File: config.mk
export PLATFORM = sky130hd
export DESIGN_NAME = forward_scoreboard
export DESIGN_NICKNAME = d
export VERILOG_FILES = /design/src/rtl/fwd_pkg.sv /design/src/rtl/fwd_match.sv /design/src/rtl/forward_scoreboard.sv
export SDC_FILE = /design/constraint.sdc
export NUM_CORES = 1
export LEC_CHECK = 0
export ABC_AREA = 0
export CORE_UTILIZATION = 45
export CTS_BUF_LIST = sky130_fd_sc_hd__clkbuf_4 sky130_fd_sc_hd__clkbuf_8 sky130_fd_sc_hd__clkbuf_16
export CTS_CLUSTER_DIAMETER = 100
export CTS_CLUSTER_SIZE = 14
export DETAILED_ROUTE_END_ITERATION = 6
export PLACE_DENSITY = 0.74
export SYNTH_ARGS = -nofsm -noshare
export SYNTH_HDL_FRONTEND = slang
export SYNTH_SLANG_ARGS = --single-unit
File: constraint.sdc
create_clock -name clk -period 6.2 [get_ports clk]
set_clock_uncertainty 0.05 [all_clocks]
set_input_delay 1.86 -clock clk [delete_from_list [all_inputs] [get_ports clk]]
set_output_delay 1.86 -clock clk [all_outputs]
set_load 0.01 [all_outputs]
File: src/rtl/fwd_pkg.sv
// rtl/fwd_pkg.sv - shared types and constants for the EX forwarding scoreboard
package fwd_pkg;

    localparam int FWD_RF     = 0;
    localparam int FWD_AW_MAX = 8;
    localparam int FWD_SW_MAX = 4;

    // Fields are sized for the widest supported build; narrower builds zero-extend.
    typedef struct packed {
        logic                  vld;
        logic [FWD_AW_MAX-1:0] rd;
        logic [FWD_SW_MAX-1:0] rdy;
    } fwd_entry_t;

    function automatic int fwd_sw(input int depth);
        return $clog2(depth + 1);
    endfunction

endpackage

File: src/rtl/fwd_match.sv
// rtl/fwd_match.sv - one EX operand against the scoreboard: bypass select and stall request
module fwd_match
    import fwd_pkg::*;
#(
    parameter int AW    = 5,
    parameter int DEPTH = 2,
    parameter int SW    = 2
) (
    input  logic [AW-1:0] src_i,
    input  logic          used_i,
    input  fwd_entry_t    sb_i [DEPTH],
    output logic [SW-1:0] sel_o,
    output logic          req_o
);

    logic found;

    // Scan from the youngest stage; the first hit shadows every older writer.
    always_comb begin
        sel_o = SW'(FWD_RF);
        req_o = 1'b0;
        found = 1'b0;
        for (int k = 0; k < DEPTH; k++) begin
            if (!found && used_i && (src_i != '0) && sb_i[k].vld &&
                (sb_i[k].rd == FWD_AW_MAX'(src_i))) begin
                found = 1'b1;
                if (sb_i[k].rdy <= FWD_SW_MAX'(k + 1)) begin
                    sel_o = SW'(k + 1);
                end else begin
                    req_o = 1'b1;
                end
            end
        end
    end

endmodule

File: src/rtl/forward_scoreboard.sv
// rtl/forward_scoreboard.sv - EX-stage forwarding select and load-use stall controller
module forward_scoreboard
    import fwd_pkg::*;
#(
    parameter int AW      = 5,
    parameter int NUM_SRC = 2,
    parameter int DEPTH   = 2,
    parameter int CNT_W   = 16,
    localparam int SW     = fwd_sw(DEPTH)
) (
    input  logic                  clk,
    input  logic                  reset,
    input  logic                  freeze,
    input  logic                  ex_valid,
    input  logic                  ex_regwrite,
    input  logic [AW-1:0]         ex_rd,
    input  logic [SW-1:0]         ex_ready_stg,
    input  logic [NUM_SRC*AW-1:0] ex_src,
    input  logic [NUM_SRC-1:0]    ex_src_used,
    output logic [NUM_SRC*SW-1:0] fwd_sel,
    output logic                  stall,
    output logic [CNT_W-1:0]      stall_cnt
);

    fwd_entry_t       sb_q [DEPTH];
    fwd_entry_t       sb_d [DEPTH];
    logic [CNT_W-1:0] stall_cnt_q, stall_cnt_d;
    logic [SW-1:0]    rdy_clamp;
    logic [NUM_SRC-1:0] req;

    genvar gi;
    generate
        for (gi = 0; gi < NUM_SRC; gi++) begin : g_port
            fwd_match #(.AW(AW), .DEPTH(DEPTH), .SW(SW)) u_match (
                .src_i  (ex_src[gi*AW +: AW]),
                .used_i (ex_src_used[gi]),
                .sb_i   (sb_q),
                .sel_o  (fwd_sel[gi*SW +: SW]),
                .req_o  (req[gi])
            );
        end
    endgenerate

    assign stall     = ex_valid & (|req);
    assign stall_cnt = stall_cnt_q;

    // Out-of-range ready stages are folded into the legal 1..DEPTH window.
    always_comb begin
        rdy_clamp = ex_ready_stg;
        if (ex_ready_stg == '0) begin
            rdy_clamp = SW'(1);
        end else if (ex_ready_stg > SW'(DEPTH)) begin
            rdy_clamp = SW'(DEPTH);
        end
    end

    always_comb begin
        sb_d[0] = '0;
        if (ex_valid && ex_regwrite && (ex_rd != '0) && !stall) begin
            sb_d[0].vld = 1'b1;
            sb_d[0].rd  = FWD_AW_MAX'(ex_rd);
            sb_d[0].rdy = FWD_SW_MAX'(rdy_clamp);
        end
        for (int k = 1; k < DEPTH; k++) begin
            sb_d[k] = sb_q[k-1];
        end
    end

    always_comb begin
        stall_cnt_d = stall_cnt_q;
        if (stall && (stall_cnt_q != '1)) begin
            stall_cnt_d = stall_cnt_q + CNT_W'(1);
        end
    end

    always_ff @(posedge clk or posedge reset) begin
        if (reset) begin
            for (int k = 0; k < DEPTH; k++) begin
                sb_q[k] <= '0;
            end
            stall_cnt_q <= '0;
        end else if (!freeze) begin
            for (int k = 0; k < DEPTH; k++) begin
                sb_q[k] <= sb_d[k];
            end
            stall_cnt_q <= stall_cnt_d;
        end
    end

endmodule

==> results.cfg, run 1 <==
[timing]
max_slew_margin_pct = 53.4
drv_slew = 0
finalSetupTns_ns = 0
finalCritPeriodShare_pct = 98.7
hold_violations = 0
fmax_mhz = 163
tightest_slew_ns = 0.697
grt_setup_unrepaired = no
period_minus_slack_ns = 6.12
setup_viol = 0

[routing]
drt-wirelength-per-cell_um = 15.0
drtIter0Drc = 85
ant_nets = 0
first_pass_iters = 4
drc = 0
totalWireLength_um = 3830
vias = 1363
vias_per_cell = 5.32

[yosys]
synthXorXnorAreaFrac_pct = 17.4
synth_fa_ha_area_share_pct = 0.710
syn_nets = 179
synth_compound_gate_area_share_pct = 8.95
synth-seq-cells = 32
postSynthAreaPerCell_sq_um = 11.4
syn_area_sq_um = 1760
yosysWarnings = 0
synth_mux_area_share_pct = 5.97
synth_top_family_by_area = simple AND/OR/NAND/NOR gates
synthSimpleGateAreaFrac_pct = 20.0
yosysSeqAreaShare_pct = 45.5
ys_types = 36
syn_inst = 154

[final_layout]
fillers = 306
final_cells = 256
ff_latch_area_sq_um = 801
multi_input_area_sq_um = 935
drive_gt1_share_pct = 19.2
n_antenna_cell = 0
nets = 232
syn_to_final_growth_pct = 34.6

[global_routing]
grt_pass1_wl_um = 6640
antenna_found_initial = 0
overflow = 0
grt_max_degree = 33
grt_usage_pct = 21.2
first_global_vias = 1397

[critical_path]
critPathKind = input port to output port
path_cells = clkdlybuf4s50_1 > or4_1 > o21ai_2 > nand4b_1 > o22ai_2 > a21bo_2 > and2_1 > clkdlybuf4s50_1
cpPeakStageDelay_ns = 0.54
path_buf_inv = 2
end_kind = output port
reg2reg_depth = 8
reg2reg_slack_ns = 3.48
cpMaxStageDelayCell = or4_1
cp_num_cells = 8
cp_common_cell = clkdlybuf4s50_1
cp_top_family = buffers and inverters
critPathCapture = stall
critPathArrivalTime_ns = 4.21
r2r-start = stall_cnt[0]$_DFFE_PP0P_
worstSetupStartpointType = input port
cp-startpoint = ex_src[0]
crit_required_ns = 4.29
reg2reg_to = stall_cnt[10]$_DFFE_PP0P_
path_max_fanout = 3

[pwr]
power_density_nw_per_um2 = 190
max-vdd-ir-drop_v = 0.000143
power_leakage_nw = 1.04

[die]
start_util_pct = 47.4
die_h_um = 64.6
fp.dieArea_sq_um = 4170
ios = 45
row_count = 22
core_area_sq_um = 3720
dieWidth_um = 64.6

[cts]
clk_latency_ns = 0.29
cts_setup_buffers = 0
clkSlewWorstSetupHoldPaths_ns = 0.06
htreeDepth = 2
post_cts_resized = 0
cts_inserted_buffers = 5
ctsHoldBuffers = 0
clockBufferDepth = 2
clock-root-buffer = clkbuf_8
clock-sinks = 32
tritoncts = built

[min_path]
min_from = stall_cnt[8]$_DFFE_PP0P_
hold_class = flop to flop

[outcome]
outcome = complete, no violations

[placement]
dp_hpwl_um = 2850
dp.cells = 248
gp_congestion = 0.824
io_buffers = 43

[run]
max_cap_viol_count = 0
[synth_stat cells]
cell | n | area [sq um]
dfrtp_1 | 32 | 801
xnor2_1 | 19 | 166
xor2_1 | 16 | 140
nand2_1 | 11 | 41.3
mux2_2 | 8 | 90.1
nand3_1 | 8 | 40.0
nor3_2 | 7 | 70.1
a22o_1 | 6 | 52.6
and3_1 | 4 | 25.0
nand4b_1 | 4 | 35.0
nor2_1 | 4 | 15.0
nor4_1 | 4 | 25.0
nor3_1 | 3 | 15.0
a32o_1 | 2 | 20.0
and2_1 | 2 | 12.5
clkbuf_1 | 2 | 7.51
inv_1 | 2 | 7.51
nand4_1 | 2 | 12.5
a21bo_2 | 1 | 10.0
a31oi_2 | 1 | 12.5
buf_6 | 1 | 11.3
ha_1 | 1 | 12.5
mux2_4 | 1 | 15.0
nand2_2 | 1 | 6.26
nor2_4 | 1 | 11.3
nor2b_1 | 1 | 6.26
nor3b_2 | 1 | 12.5
o211a_1 | 1 | 10.0
o21ai_0 | 1 | 5.00
o21ai_2 | 1 | 8.76
o21ai_4 | 1 | 16.3
o22ai_2 | 1 | 12.5
o31a_2 | 1 | 10.0
or3_1 | 1 | 6.26
or4_1 | 1 | 7.51
or4_4 | 1 | 11.3
[cells by family after synthesis]
| kind of cell | count (synthesis) |
|---|---|
| adders and majority gates | 1 |
| DFF | 32 |
| AOI/OAI and AO/OA | 16 |
| xor gates and xnor gates | 35 |
| and+or+nand+nor | 56 |
| muxes | 9 |
| buffers and inverters | 5 |
[power breakdown]
group          internal, mW  switching [mW]  leakage, nW  total (mW)
Clock                0.0885          0.0811       0.0510       0.170
Combinational        0.0319          0.0232        0.547      0.0551
Sequential            0.216         0.00873        0.439       0.225
[sequential cells by signal (all words and copies together), names as in the netlist]
| signal | cells |
|---|---|
| stall_cnt | 16 |
| sb_d | 8 |
| sb_q | 8 |
[how the worst min path moves through the flow]
stage | endpoint | slack, ns | cells past startpoint
2_1_floorplan | sb_d[0]$_DFFE_PP0N_ | 0.41 | 1
3_3_place_gp | stall_cnt[8]$_DFFE_PP0P_ | 0.42 | 1
3_5_place_dp | stall_cnt[8]$_DFFE_PP0P_ | 0.43 | 1
4_1_cts | stall_cnt[8]$_DFFE_PP0P_ | 0.44 | 1
5_1_grt | stall_cnt[8]$_DFFE_PP0P_ | 0.47 | 1
6_report | stall_cnt[8]$_DFFE_PP0P_ | 0.44 | 1
[worst reg2reg max path, cell delays in order, from the launching register on]
cell,delay [ns]
dfrtp_1,0.42
ha_1,0.19
and3_1,0.18
nand3_1,0.26
o31a_2,0.49
o211a_1,0.16
a31oi_2,0.55
or3_1,0.23
xnor2_1,0.12
[per-stage QoR]
stage / hold WS (ns) / cell area (sq um) / util (%) / power, mW / setup WS [ns]
after floorplan: 0.409 / 1760 / - / 0.256 / 1.02
after global placement: 0.423 / 2280 / 61.3 / 0.282 / 0.131
after detailed placement: 0.427 / 2280 / 61.3 / 0.284 / 0.105
after CTS: 0.440 / 2370 / 63.8 / 0.450 / 0.0884
after global routing: 0.466 / 2370 / 63.8 / 0.464 / 0.0180
final: 0.437 / 2370 / 63.8 / 0.450 / 0.0775
[layer usage]
layer / vias to the layer above / share of wire [%] / GRT usage [%] / routed length, um
met1: 677 / 45 / 28.1 / 1730
li1: 657 / - / - / -
met3: 8 / 2.7 / 4.23 / 102
met5: - / 0 / 0 / 0
met2: 21 / 50 / 33.7 / 1920
met4: 0 / 1.9 / 9.17 / 74
[cell usage in the layout (no fill, tap or decap), types with 2 or more instances in the layout]
cell and instances:
buf_4 6, nand4b_1 4, nor2_1 4, clkinv_2 2
a22o_1 6, mux2_2 8, nand3_1 8, and3_1 4
xor2_1 16, nor4_1 4, and2_1 2, clkdlybuf4s50_1 43
nand2_1 11, nor3_2 7, nor3_1 3, a32o_1 2
dfrtp_1 32, xnor2_1 19, clkbuf_8 6, nand4_1 2
inv_1 2
[layout make-up]
cell class | count | share of cell area, %
Multi-Input combinational cell | 117 | 39.4
Tap cell | 48 | 2.53
Clock buffer | 6 | 3.48
Sequential cell | 32 | 33.8
Clock inverter | 2 | 0.422
Timing Repair Buffer | 49 | 20.1
Inverter | 2 | 0.317
No activity file was read; power rests on OpenSTA's default activity.
==> run 2: changes to the inputs <==
Settings changed: SLEW_MARGIN from default to 20.
==> results of run 2 <==
The final DEF is identical to that of run 1; final timing and power are the same.
==> run 3: changes to the inputs <==
Settings changed: GPL_ROUTABILITY_DRIVEN from default to 0, SYNTH_HIERARCHICAL from default to 1.
==> results.cfg, run 3 <==
[outcome]
outcome = complete, no violations

[routing]
first_pass_iters = 4
drtIter0Drc = 73
vias_per_cell = 5.10
drc = 0
totalWireLength_um = 3980
vias = 1432
ant_nets = 0
drt-wirelength-per-cell_um = 14.2

[yosys]
yosysSeqAreaShare_pct = 44.0
synth_edf_count = 0
yosys-top-cells-area = dfrtp_1, xnor2_1, xor2_1
yosys-top-cells-count = dfrtp_1, xnor2_1, nand2_1, xor2_1
syn_area_sq_um = 1820
synth_top_flop_cell = dfrtp_1
ys_types = 36
synth_area_leader_cell = dfrtp_1
syn_inst = 165
async_reset_ff_share_pct = 100
yosysWarnings = 6
postSynthAreaPerCell_sq_um = 11.0
synth-seq-cells = 32
synth_top_area_share_pct = 44.0
post-synth-top-count-cell = dfrtp_1

[timing]
max_slew_margin_pct = 52.1
finalSetupTns_ns = 0
setup_ws_ns = 0.346
tightest_slew_ns = 0.717
drv_slew = 0
hold_violations = 0
period_minus_slack_ns = 5.85
finalCritPeriodShare_pct = 94.4
grt_setup_unrepaired = no
fmax_mhz = 171
setup_viol = 0

[global_routing]
grt_pass1_wl_um = 6890
overflow = 0
antenna_found_initial = 0
first_global_vias = 1458
grt_max_degree = 33
grt_usage_pct = 21.4

[cts]
clk_latency_ns = 0.27
clockBufferDepth = 2
cts_inserted_buffers = 5
clock-sinks = 32
htreeDepth = 2
ctsHoldBuffers = 0
clock-root-buffer = clkbuf_8
cts_setup_buffers = 0
clkSlewWorstSetupHoldPaths_ns = 0.06
tritoncts = built

[critical_path]
critPathArrivalTime_ns = 3.94
path_max_fanout = 3
end_kind = output port
critPathKind = input port to output port
worstSetupStartpointType = input port
crit_required_ns = 4.29

[pwr]
max-vdd-ir-drop_v = 0.000192
power_frac_clock_pct = 37.3
p_sw_share_pct = 23.8
power_leakage_nw = 1.08
seqPwrFrac_pct = 50.3
power.internal_mw = 0.341
power_density_nw_per_um2 = 181
total_power_mw = 0.448
power_switching_mw = 0.107
pwr-share-comb_pct = 12.4

[final_layout]
fillers = 306
n_antenna_cell = 0
final_cell_mix = clkdlybuf4s50_1, dfrtp_1, conb_1, xnor2_1, nand2_1
drive_gt1_share_pct = 12.0
largest_reg_flops = 16
syn_to_final_growth_pct = 36.1
ff_latch_area_sq_um = 801
layout_commonest_cell = clkdlybuf4s50_1
nets = 257
multi_input_area_sq_um = 1060

[placement]
io_buffers = 43
dpl_worst_slack_ns = 0.0245
dp_hpwl_um = 3220

[die]
fp.dieArea_sq_um = 4300
start_util_pct = 48.3
row_count = 22
ios = 45
die_h_um = 65.6
dieWidth_um = 65.6
core_area_sq_um = 3770

[min_path]
hold_class = flop to flop

[run]
max_cap_viol_count = 0
run 3: cell types whose count changed in the layout (fill, tap and decap cells not counted), moves of 3 or more:
cell,previous run,this run
conb_1,0,20
nor3_2,7,0
nand2_1,11,17
buf_4,6,2
nand4b_1,4,0
nor4_1,4,0
nor4b_1,0,4
nor4b_4,0,3
o21ai_1,0,3
or3_1,1,4
run 3: final timing paths:
check | start | endpoint | slack, ns | depth (start not counted)
max in group asynchronous | reset | sb_q[12]$_DFFE_PP0N_ | 3.87 | 3
worst min register to register | sb_d[0]$_DFFE_PP0N_ | sb_d[0]$_DFFE_PP0N_ | 0.45 | 2
worst max-delay path | ex_src[1] | fwd_sel[1] | 0.35 | 6
min in group asynchronous | reset | stall_cnt[6]$_DFFE_PP0P_ | 1.94 | 3
worst max register to register | sb_q[5]$_DFFE_PP0N_ | stall_cnt[15]$_DFFE_PP0P_ | 3.54 | 10
worst min-delay path | sb_d[0]$_DFFE_PP0N_ | sb_d[0]$_DFFE_PP0N_ | 0.45 | 2
run 3: kinds of logic after synthesis:
group / Yosys count / synth area share [%]
AO/OA/AOI/OAI: 18 / 7.63
XOR/XNOR: 34 / 16.4
adder cells (fa/ha/maj): 1 / 0.687
buffers and inverters: 6 / 1.51
flip-flops: 32 / 44.0
multiplexers: 9 / 5.57
other: 1 / 0.206
AND/OR/NAND/NOR: 64 / 24.1
run 3: per-stage QoR:
step | hold slack (ns) | area (sq um) | cells | util, %
floorplan | 0.399 | 1890 | 184 | -
global placement | 0.414 | 2380 | 273 | 63.0
detailed placement | 0.436 | 2380 | 273 | 63.0
CTS | 0.450 | 2470 | 281 | 65.6
global route | 0.471 | 2480 | 281 | 65.7
finish | 0.446 | 2480 | 281 | 65.7
run 3: power groups by stage:
stage	Combinational (mW)	Clock [mW]	Sequential [mW]
after CTS	0.0560	0.171	0.225
final	0.0555	0.167	0.225
after floorplan	0.0322	0	0.226
after global routing	0.0613	0.183	0.226
after detailed placement	0.0559	0	0.229
after global placement	0.0530	0	0.228
run 3: cell type report:
| class | count | area share (%) |
|---|---|---|
| Inverter | 2 | 0.303 |
| Clock inverter | 1 | 0.303 |
| Sequential cell | 32 | 32.3 |
| Clock buffer | 7 | 3.64 |
| Timing Repair Buffer | 45 | 18.1 |
| Tap cell | 48 | 2.42 |
| Multi-Input combinational cell | 146 | 42.9 |
run 3: critical path, cell delays in order:
cell             delay, ns
clkdlybuf4s50_1       0.46
xor2_1                0.20
nor4_2                0.29
nand3_1               0.13
nor4b_1               0.39
clkdlybuf4s50_1       0.61
run 3: what timing repair did:
item                                    in CTS  in global routing
gates resized for setup                      0                  1
endpoints found under the setup margin       0                  1
endpoints found under the hold margin        0                  0
run 3: routing by layer:
layer	track usage (%)	vias up	wire length [um]	part of all wire (%)
met5	0	-	0	0
met4	4.89	0	27	0.68
met3	5.56	2	129	3.2
met2	36.2	27	2040	51
met1	27.2	696	1790	45
li1	-	707	-	-
